`config.mk`:
```
export PLATFORM = sky130hd
export DESIGN_NAME = hmcs_key_matrix
export DESIGN_NICKNAME = d
export VERILOG_FILES = /design/src/rtl/hmcs_pkg.sv /design/src/rtl/hmcs_debounce.sv /design/src/rtl/hmcs_key_matrix.sv
export SDC_FILE = /design/constraint.sdc
export NUM_CORES = 1
export LEC_CHECK = 0
export ABC_AREA = 1
export BUFFER_PORTS_ARGS = -buffer_cell sky130_fd_sc_hd__buf_2
export CORE_ASPECT_RATIO = 0.7
export CORE_MARGIN = 1
export CORE_UTILIZATION = 59
export CTS_BUF_LIST = sky130_fd_sc_hd__clkbuf_4 sky130_fd_sc_hd__clkbuf_8
export DETAILED_ROUTE_END_ITERATION = 8
export PLACE_DENSITY = 0.82
export SYNTH_ARGS = -nofsm -noshare
export SYNTH_HDL_FRONTEND = slang
export SYNTH_SLANG_ARGS = --single-unit
```
`constraint.sdc`:
```
create_clock -name clk -period 1.9 [get_ports clk]
set_clock_uncertainty 0.15 [all_clocks]
set_input_delay 0 -clock clk [delete_from_list [all_inputs] [get_ports clk]]
set_output_delay 0 -clock clk [all_outputs]
set_load 0.01 [all_outputs]
```
`src/rtl/hmcs_pkg.sv`:
```
// Shared constants and helpers for the HMCS44A key-matrix companion logic.
package hmcs_pkg;

  localparam int unsigned HMCS_COLS = 16;
  localparam int unsigned HMCS_ROWS = 4;
  localparam int unsigned HMCS_KEYS = HMCS_COLS * HMCS_ROWS;

  typedef logic [5:0] key_idx_t;

  // Flat key number for a matrix position: col*4 + row.
  function automatic key_idx_t key_index(input int unsigned col, input int unsigned row);
    return key_idx_t'(col * HMCS_ROWS + row);
  endfunction

endpackage

```
`src/rtl/hmcs_debounce.sv`:
```
// Single-bit debouncer: a DEB_LEN-deep sample history shifted on tick; the
// output follows the input only once every history bit agrees.
module hmcs_debounce #(
  parameter int unsigned DEB_LEN = 3
) (
  input  logic clk,
  input  logic reset,
  input  logic tick,
  input  logic raw,
  output logic q
);

  logic [DEB_LEN-1:0] hist_q, hist_d;
  logic               q_q, q_d;

  // Shift a new sample in on tick and resolve the state from the fresh history,
  // so the debounced output moves on the same edge that consumes the tick.
  always_comb begin
    hist_d = hist_q;
    q_d    = q_q;
    if (tick) begin
      hist_d = {hist_q[DEB_LEN-2:0], raw};
      if (&hist_d) begin
        q_d = 1'b1;
      end else if (~|hist_d) begin
        q_d = 1'b0;
      end
    end
  end

  // History and state registers; reset beats a coincident tick.
  always_ff @(posedge clk) begin
    if (reset) begin
      hist_q <= '0;
      q_q    <= 1'b0;
    end else begin
      hist_q <= hist_d;
      q_q    <= q_d;
    end
  end

  assign q = q_q;

endmodule

```
`src/rtl/hmcs_key_matrix.sv`:
```
// Key-matrix front end for the HMCS44A core: debounces 64 keys, answers the
// core's column strobes with row data on ri0, and (with HMCS_KEYMTX_INT_EN
// defined) drives int0/int1 from two debounced buttons. Without the macro
// int0/int1 are tied low and the button logic is not built.
module hmcs_key_matrix
  import hmcs_pkg::*;
#(
  parameter int unsigned DEB_DIV    = 400,
  parameter int unsigned DEB_LEN    = 3,
  parameter int unsigned INT1_LEN   = 8,
  parameter int unsigned ACTIVE_LOW = 0
) (
  input  logic        clk,
  input  logic        reset,
  input  logic [15:0] d_strobe,
  input  logic [63:0] keys,
  input  logic        btn0,
  input  logic        btn1,
  output logic [3:0]  ri0,
  output logic [3:0]  ri1,
  output logic [3:0]  ri2,
  output logic [3:0]  ri3,
  output logic        int0,
  output logic        int1,
  output logic [63:0] keys_db
);

  localparam int unsigned CntW = (DEB_DIV > 1) ? $clog2(DEB_DIV) : 1;
  localparam logic [CntW-1:0] DivMax = CntW'(DEB_DIV - 1);
  localparam logic [3:0] RiInv = (ACTIVE_LOW != 0) ? 4'hF : 4'h0;

  logic [CntW-1:0] div_q, div_d;
  logic            tick;
  logic [15:0]     d_q, d_d;
  logic [3:0]      ri0_q, ri0_d;

  assign tick = (div_q == DivMax);

  // Debounce sample-rate divider.
  always_comb begin
    div_d = tick ? '0 : div_q + 1'b1;
  end

  always_ff @(posedge clk) begin
    if (reset) begin
      div_q <= '0;
    end else begin
      div_q <= div_d;
    end
  end

  // One debouncer per matrix key.
  for (genvar c = 0; c < HMCS_COLS; c++) begin : g_col
    for (genvar r = 0; r < HMCS_ROWS; r++) begin : g_row
      localparam key_idx_t K = key_index(c, r);
      hmcs_debounce #(
        .DEB_LEN (DEB_LEN)
      ) u_deb (
        .clk   (clk),
        .reset (reset),
        .tick  (tick),
        .raw   (keys[K]),
        .q     (keys_db[K])
      );
    end
  end

  // Wired-OR matrix read: every selected column contributes its pressed rows.
  always_comb begin
    d_d   = d_strobe;
    ri0_d = '0;
    for (int unsigned c = 0; c < HMCS_COLS; c++) begin
      for (int unsigned r = 0; r < HMCS_ROWS; r++) begin
        if (d_q[c] && keys_db[key_index(c, r)]) begin
          ri0_d[r] = 1'b1;
        end
      end
    end
  end

  // Strobe capture and row output registers (2-cycle strobe-to-row latency).
  always_ff @(posedge clk) begin
    if (reset) begin
      d_q   <= '0;
      ri0_q <= '0;
    end else begin
      d_q   <= d_d;
      ri0_q <= ri0_d;
    end
  end

  // Inversion sits after the register so reset yields 4'hF in pull-up mode.
  assign ri0 = ri0_q ^ RiInv;
  assign ri1 = RiInv;
  assign ri2 = RiInv;
  assign ri3 = RiInv;

`ifdef HMCS_KEYMTX_INT_EN
  localparam int unsigned Int1W = $clog2(INT1_LEN + 1);
  localparam logic [Int1W-1:0] Int1Load = Int1W'(INT1_LEN);

  logic             btn0_db, btn1_db;
  logic             btn1_prev_q, btn1_prev_d;
  logic             int0_q, int0_d;
  logic [Int1W-1:0] int1_cnt_q, int1_cnt_d;

  hmcs_debounce #(
    .DEB_LEN (DEB_LEN)
  ) u_deb_btn0 (
    .clk   (clk),
    .reset (reset),
    .tick  (tick),
    .raw   (btn0),
    .q     (btn0_db)
  );

  hmcs_debounce #(
    .DEB_LEN (DEB_LEN)
  ) u_deb_btn1 (
    .clk   (clk),
    .reset (reset),
    .tick  (tick),
    .raw   (btn1),
    .q     (btn1_db)
  );

  // int0 mirrors btn0; a btn1 rising edge (re)loads the int1 pulse counter.
  always_comb begin
    int0_d      = btn0_db;
    btn1_prev_d = btn1_db;
    int1_cnt_d  = int1_cnt_q;
    if (btn1_db && !btn1_prev_q) begin
      int1_cnt_d = Int1Load;
    end else if (int1_cnt_q != '0) begin
      int1_cnt_d = int1_cnt_q - 1'b1;
    end
  end

  // Interrupt state registers.
  always_ff @(posedge clk) begin
    if (reset) begin
      int0_q      <= 1'b0;
      btn1_prev_q <= 1'b0;
      int1_cnt_q  <= '0;
    end else begin
      int0_q      <= int0_d;
      btn1_prev_q <= btn1_prev_d;
      int1_cnt_q  <= int1_cnt_d;
    end
  end

  assign int0 = int0_q;
  assign int1 = (int1_cnt_q != '0);
`else
  logic unused_btn;
  assign unused_btn = btn0 ^ btn1;
  assign int0 = 1'b0;
  assign int1 = 1'b0;
`endif

endmodule

```
== Word-level counts from Yosys, hierarchy flattened ==
Index checks and enable logic that the tools add are counted.

* Word-level logic and storage cells: 646
* Output and inout port bits: 82
* Flip-flop bits (word level): 221
* Latch bits: 0
* Memories: 0
* Input bits: 84
* Bits in read-only memories: 0
* Bits in writable memories: 0

* $add $sub $neg: 1
* Eq/ne operators: 65
* Bitwise gates (word level): 0
* Shifts and indexed selects: 0
* $lt $le $gt $ge: 0
* Multipliers: 0
* Reduce and logical (&&, ||, !) cells: 257
* Multiplexer cells: 192
* Divide/modulo/power cells: 0

{| class="wikitable"
|+ Operators by type and width
! kind !! count
|-
| two-way mux 1 bit || 192
|-
| AND reduction 3 bit || 64
|-
| OR reduction 3 bit || 64
|-
| inequality test 2 x 1 -> 1 bit, second input constant || 64
|-
| AND reduction 2 bit || 64
|-
| logical AND 1 bit || 64
|-
| adder 9 x 1 -> 9 bit, second input constant || 1
|-
| equality test 9 bit, second input constant || 1
|-
| OR reduction 2 bit || 1
|}

== Longest topological paths before layout ==
* Depth after elaboration: 17
* Depth in mapped cells: 10
* Mapped depth without buffers: 8

== Cells and area by module ==
Synthesis repeated with hierarchy kept, for this count alone.

* Cells, all modules: 1,533
* Area total of the unflattened synthesis: 10,182.3 µm²

{| class="wikitable"
|+ Modules (own cells, without submodules)
! module !! times used !! area each (µm²) !! cells an instance !! sequential area each (µm²)
|-
| hmcs_debounce || 64 || 135.1 || 20 || 60.1
|-
| hmcs_key_matrix || 1 || 1,534.0 || 253 || 580.6
|}

== Least setup slack after synthesis ==
No wires, ideal clock.

* Path type: register -> register
* Start point: reg div_q[0]
* End point: reg g_col[12].g_row[1].u_deb.hist_q[0]
* Arrival time: 1,341 ps
* Stages on the path, launching flop included: 9
* Setup time: 116 ps
* Path slack: 293 ps
* Data required time: 1,634 ps
* Clock period less this slack: 1,607 ps
* Path through: dfxtp_1 ha_1 nand3_2 nor2_4 nand2_2 buf_4 clkbuf_1 o21ai_0 nor2_1

* Word-level cells in the longest chain between the ends: 1

{| class="wikitable"
|+ RTL lines
! item !! RTL line !! source
|-
| start, declared || hmcs_key_matrix.sv:32 || <nowiki>logic [CntW-1:0] div_q, div_d;</nowiki>
|-
| start signal, assigned || hmcs_key_matrix.sv:48 || <nowiki>div_q <= div_d;</nowiki>
|-
| equality test 9 bit || hmcs_key_matrix.sv:37 || <nowiki>assign tick = (div_q == DivMax);</nowiki>
|-
| end signal, assigned || hmcs_debounce.sv:37 || <nowiki>hist_q <= hist_d;</nowiki>
|-
| end, declared || hmcs_debounce.sv:13 || <nowiki>logic [DEB_LEN-1:0] hist_q, hist_d;</nowiki>
|}

No other way between the ends.
A chain may end at the register's enable or synchronous reset.

== Final worst setup path ==
* Start point: reg div_q[0]
* End point: reg g_col[8].g_row[3].u_deb.hist_q[1]

* Word-level cells in the longest chain between the ends: 1

{| class="wikitable"
|+ RTL lines
! item !! RTL line
|-
| equality test 9 bit || hmcs_key_matrix.sv:37
|-
| end signal, assigned || hmcs_debounce.sv:37
|-
| end, declared || hmcs_debounce.sv:13
|}

No other way between the ends.

==> impl_results.md <==
* DRC viols at 0
* Area grow syn2layout at 22.1%
* CP bufs+invs at 2
* Slew Viols, Final at 0
* Placed cell count at between 1500 and 2000
* Layout cell share with drive strength beyond 1 at 0.133
* Synthesized instance count at approximately 1700
* Critical Path RT at 2130 ps
* Levels on crit path at 8
* Fmax at 0.542 GHz
* Worst Setup End Kind: flip-flop
* GR Overflow Total at 0
* Critical path start-end classification: flip-flop to flip-flop
* Syn_area_per_cell at between 6 and 7 um2
* Initial antenna violation count at 0
* DR pass1 iterations at 5
* Startpoint class of the critical path: flip-flop
* Layout Cells excl Fill at between 2000 and 2500
* Pre-CTS WS at about 16 ps
* PwrDens at 729 nW/um2
* Mux cell area share after synthesis at 0
* Synth Area in Compound Gates at 0.0612
* Avg WL per Cell at 15.1 um
* Drt initial violations at roughly 1100
* Initial core utilization at 0.613
* Fin nets at about 1900
* Total track usage at 0.309
* Post-route cell area at about 13000 um2
* Critical path peak fanout at 14
* Number of synthesis warnings at 0
* CTS Buf Count at 35
* Setup WS post-layout at 54.9 ps
* Psw at roughly 2.1 mW
* Die Y at 115 um
* Core area at ~17000 um2
* Final setup violation count at 0
* CP delay by family, top: simple AND/OR/NAND/NOR gates
* Post-Synth Adder-Cell Area at 0.00117
* Worst min path class: primary input to flip-flop
* Detailed placer's ending HPWL at between 15000 and 20000 um
* Status: finished clean
* Pin count of the biggest net entering global routing at slightly above 80
* Critical Path AT at ~2100 ps
* Wire length of the first global-routing pass at roughly 46000 um
* Port Buffer Count at roughly 150
* Combinational fraction of design power at 0.058
* Reg clk slew, reported paths at 60 ps
* Die Area at roughly 19000 um2
* Deepest clock path buffer count at 3
* Synth area leader: dfxtp_1
* Final hold violations at 0
* Setup TNS at 0 ps
* Seq pwr share at 0.492
* Hold path cells at 4
* Ant. Diodes at 0
* CP max stage delay at roughly 350 ps
* Final WL at ~31000 um
* Worst hold slack at 166 ps
* Sw Ratio at 0.225
* Share of Yosys cell area claimed by the top area cell type at 0.413
* Seq/Total Area, Yosys at 0.413
* Post-placement cell area at about 11000 um2
* Tmin final at around 1800 ps
* Clk sinks at roughly 220
* Post-Synthesis Cell Area at between 10000 and 15000 um2
* Crit-path cells: ha_2 -> nand3_2 -> nor2_4 -> buf_12 -> nand2_4 -> nand2_4 -> clkbuf_16 -> o21ai_0
* Largest family of logic cells by synthesized area: simple AND/OR/NAND/NOR gates
* Max Cap Viol at 0
* P_int at 7.38 mW
* Post-route ant nets at 0
* Biggest area contributors in the synthesized netlist: dfxtp_1 (41%), nand2_1 (17%), nor2_1 (10%), inv_1 (7.5%), buf_4 (6.8%)
* Clock Latency Late Sink at ~500 ps
* Post-Synth Simple-Gate Area at 0.353
* Synth cell types at 24
* Post-synthesis xor/xnor area fraction at 0.00245
* Leakage at about 6.5 nW
* CTS tree: done
* GP Congestion at approximately 0.85
* Number of synthesized register bits at 221
* Crit-path slowest cell: dfxtp_1
* Period utilization at 0.971
* Via count at ~11000
* Most common cell on crit path: nand2_4
* Die width at ~160 um
* Clock power share at 0.451
* I/O pins at 166
* Row count at 40
* Worst vdd ir at around 0.00054 V
* Root Driver: clkbuf_8
* Vias in the first global route at roughly 9500
* DR vias/cell at 5.23
* H-Tree Depth at 2
* R2R depth at 8
worst register-to-register path, stage by stage, from the launching register on:
cell	delay [ps]
dfxtp_1	350
ha_2	210
nand3_2	110
nor2_4	140
buf_12	140
nand2_4	110
nand2_4	170
clkbuf_16	230
o21ai_0	100
what timing repair did:
item	4_1_cts	5_1_grt
pin swaps	0	2
gates resized for setup	1	20
setup endpoints to repair	1	146
hold buffers	97	0
hold endpoints to repair	144	0
buffers inserted	0	5
gates cloned	0	7
cell usage after synthesis (all sizes together):
cell / number
a21oi: 3
and2: 4
buf: 129
clkbuf: 28
conb: 1
dfxtp: 221
ha: 1
inv: 217
nand2: 484
nand3: 74
nand4: 67
nor2: 297
nor3: 2
nor3b: 1
o21ai: 128
xor2: 3
per-layer routing:
metal / vias to the layer above / track usage / wire length, um / part of all wire
met1: 4871 / 0.409 / 13100 / 0.42
met3: 88 / 0.0532 / 3270 / 0.10
met2: 603 / 0.512 / 14100 / 0.45
li1: 5328 / - / - / -
met5: - / 0 / 0 / 0
met4: 0 / 0.107 / 940 / 0.030
area by class of cell:
cell class,count,area [um2]
clock inverters,2,35.0
repair buffers,276,2250
clock buffers,57,703
multi-input cells,1078,4550
fillers,1278,4390
well taps,231,289
flip-flops and latches,221,4420
inverters,217,828
per-stage QoR:
| step | total power [mW] | utilization |
|---|---|---|
| 5_1_grt | 9.83 | 0.749 |
| 3_5_place_dp | 5.13 | 0.635 |
| 4_1_cts | 9.48 | 0.733 |
| 3_3_place_gp | 5.13 | 0.635 |
| 6_report | 9.53 | 0.749 |
| 2_1_floorplan | 4.96 | - |
power by group through the flow:
stage          sequential (mW)  combinational, mW  clock (mW)
6_report                  4.68              0.550        4.29
5_1_grt                   4.68              0.586        4.56
4_1_cts                   4.68              0.503        4.30
3_5_place_dp              4.78              0.348           0
3_3_place_gp              4.78              0.344           0
2_1_floorplan             4.78              0.183           0
cell families (layout without fill, tap and decap cells):
family	count (synthesis)	after routing
other cells	1	14
simple gates	929	929
xor+xnor	3	3
fa+ha+maj	1	1
compound gates	131	131
buf+inv	374	552
flops	221	221
final timing paths:
kind	endpoint	start	slack, ps
hold reg to reg	div_q[0]	div_q[0]	300
setup / recovery	g_col[8].g_row[3].u_deb.hist_q[1]	div_q[0]	50
hold / removal	g_col[12].g_row[0].u_deb.hist_q[0]	keys[48]	170
setup reg to reg	g_col[8].g_row[3].u_deb.hist_q[1]	div_q[0]	50
registers in the layout (all words and copies together) (netlist names):
register                  count
d_q                          16
ri0                           4
g_col.g_row.u_deb.q          64
div_q                         9
g_col.g_row.u_deb.hist_q    128
cells in the final DEF, fill, tap and decap left out:
master and count:
nor2_4 2, bufinv_16 1, o21ai_1 16, and2_1 4, inv_2 1, buf_8 3
clkbuf_16 5, nand2_1 482, buf_4 4, buf_6 5, clkinv_8 1, nand4_1 67
nor2_1 295, nand3_1 73, nand3_2 1, buf_16 2, clkbuf_4 13, buf_2 149
xor2_1 3, clkinv_2 2, o21ai_0 112, dlygate4sd3_1 97, conb_1 14, clkbuf_8 44
a21oi_1 3, buf_12 11, inv_1 214, nand2_4 2, ha_2 1, nor3_1 2
dfxtp_1 221, nor3b_1 1
Note: power is estimated with default switching activity, not from simulation.
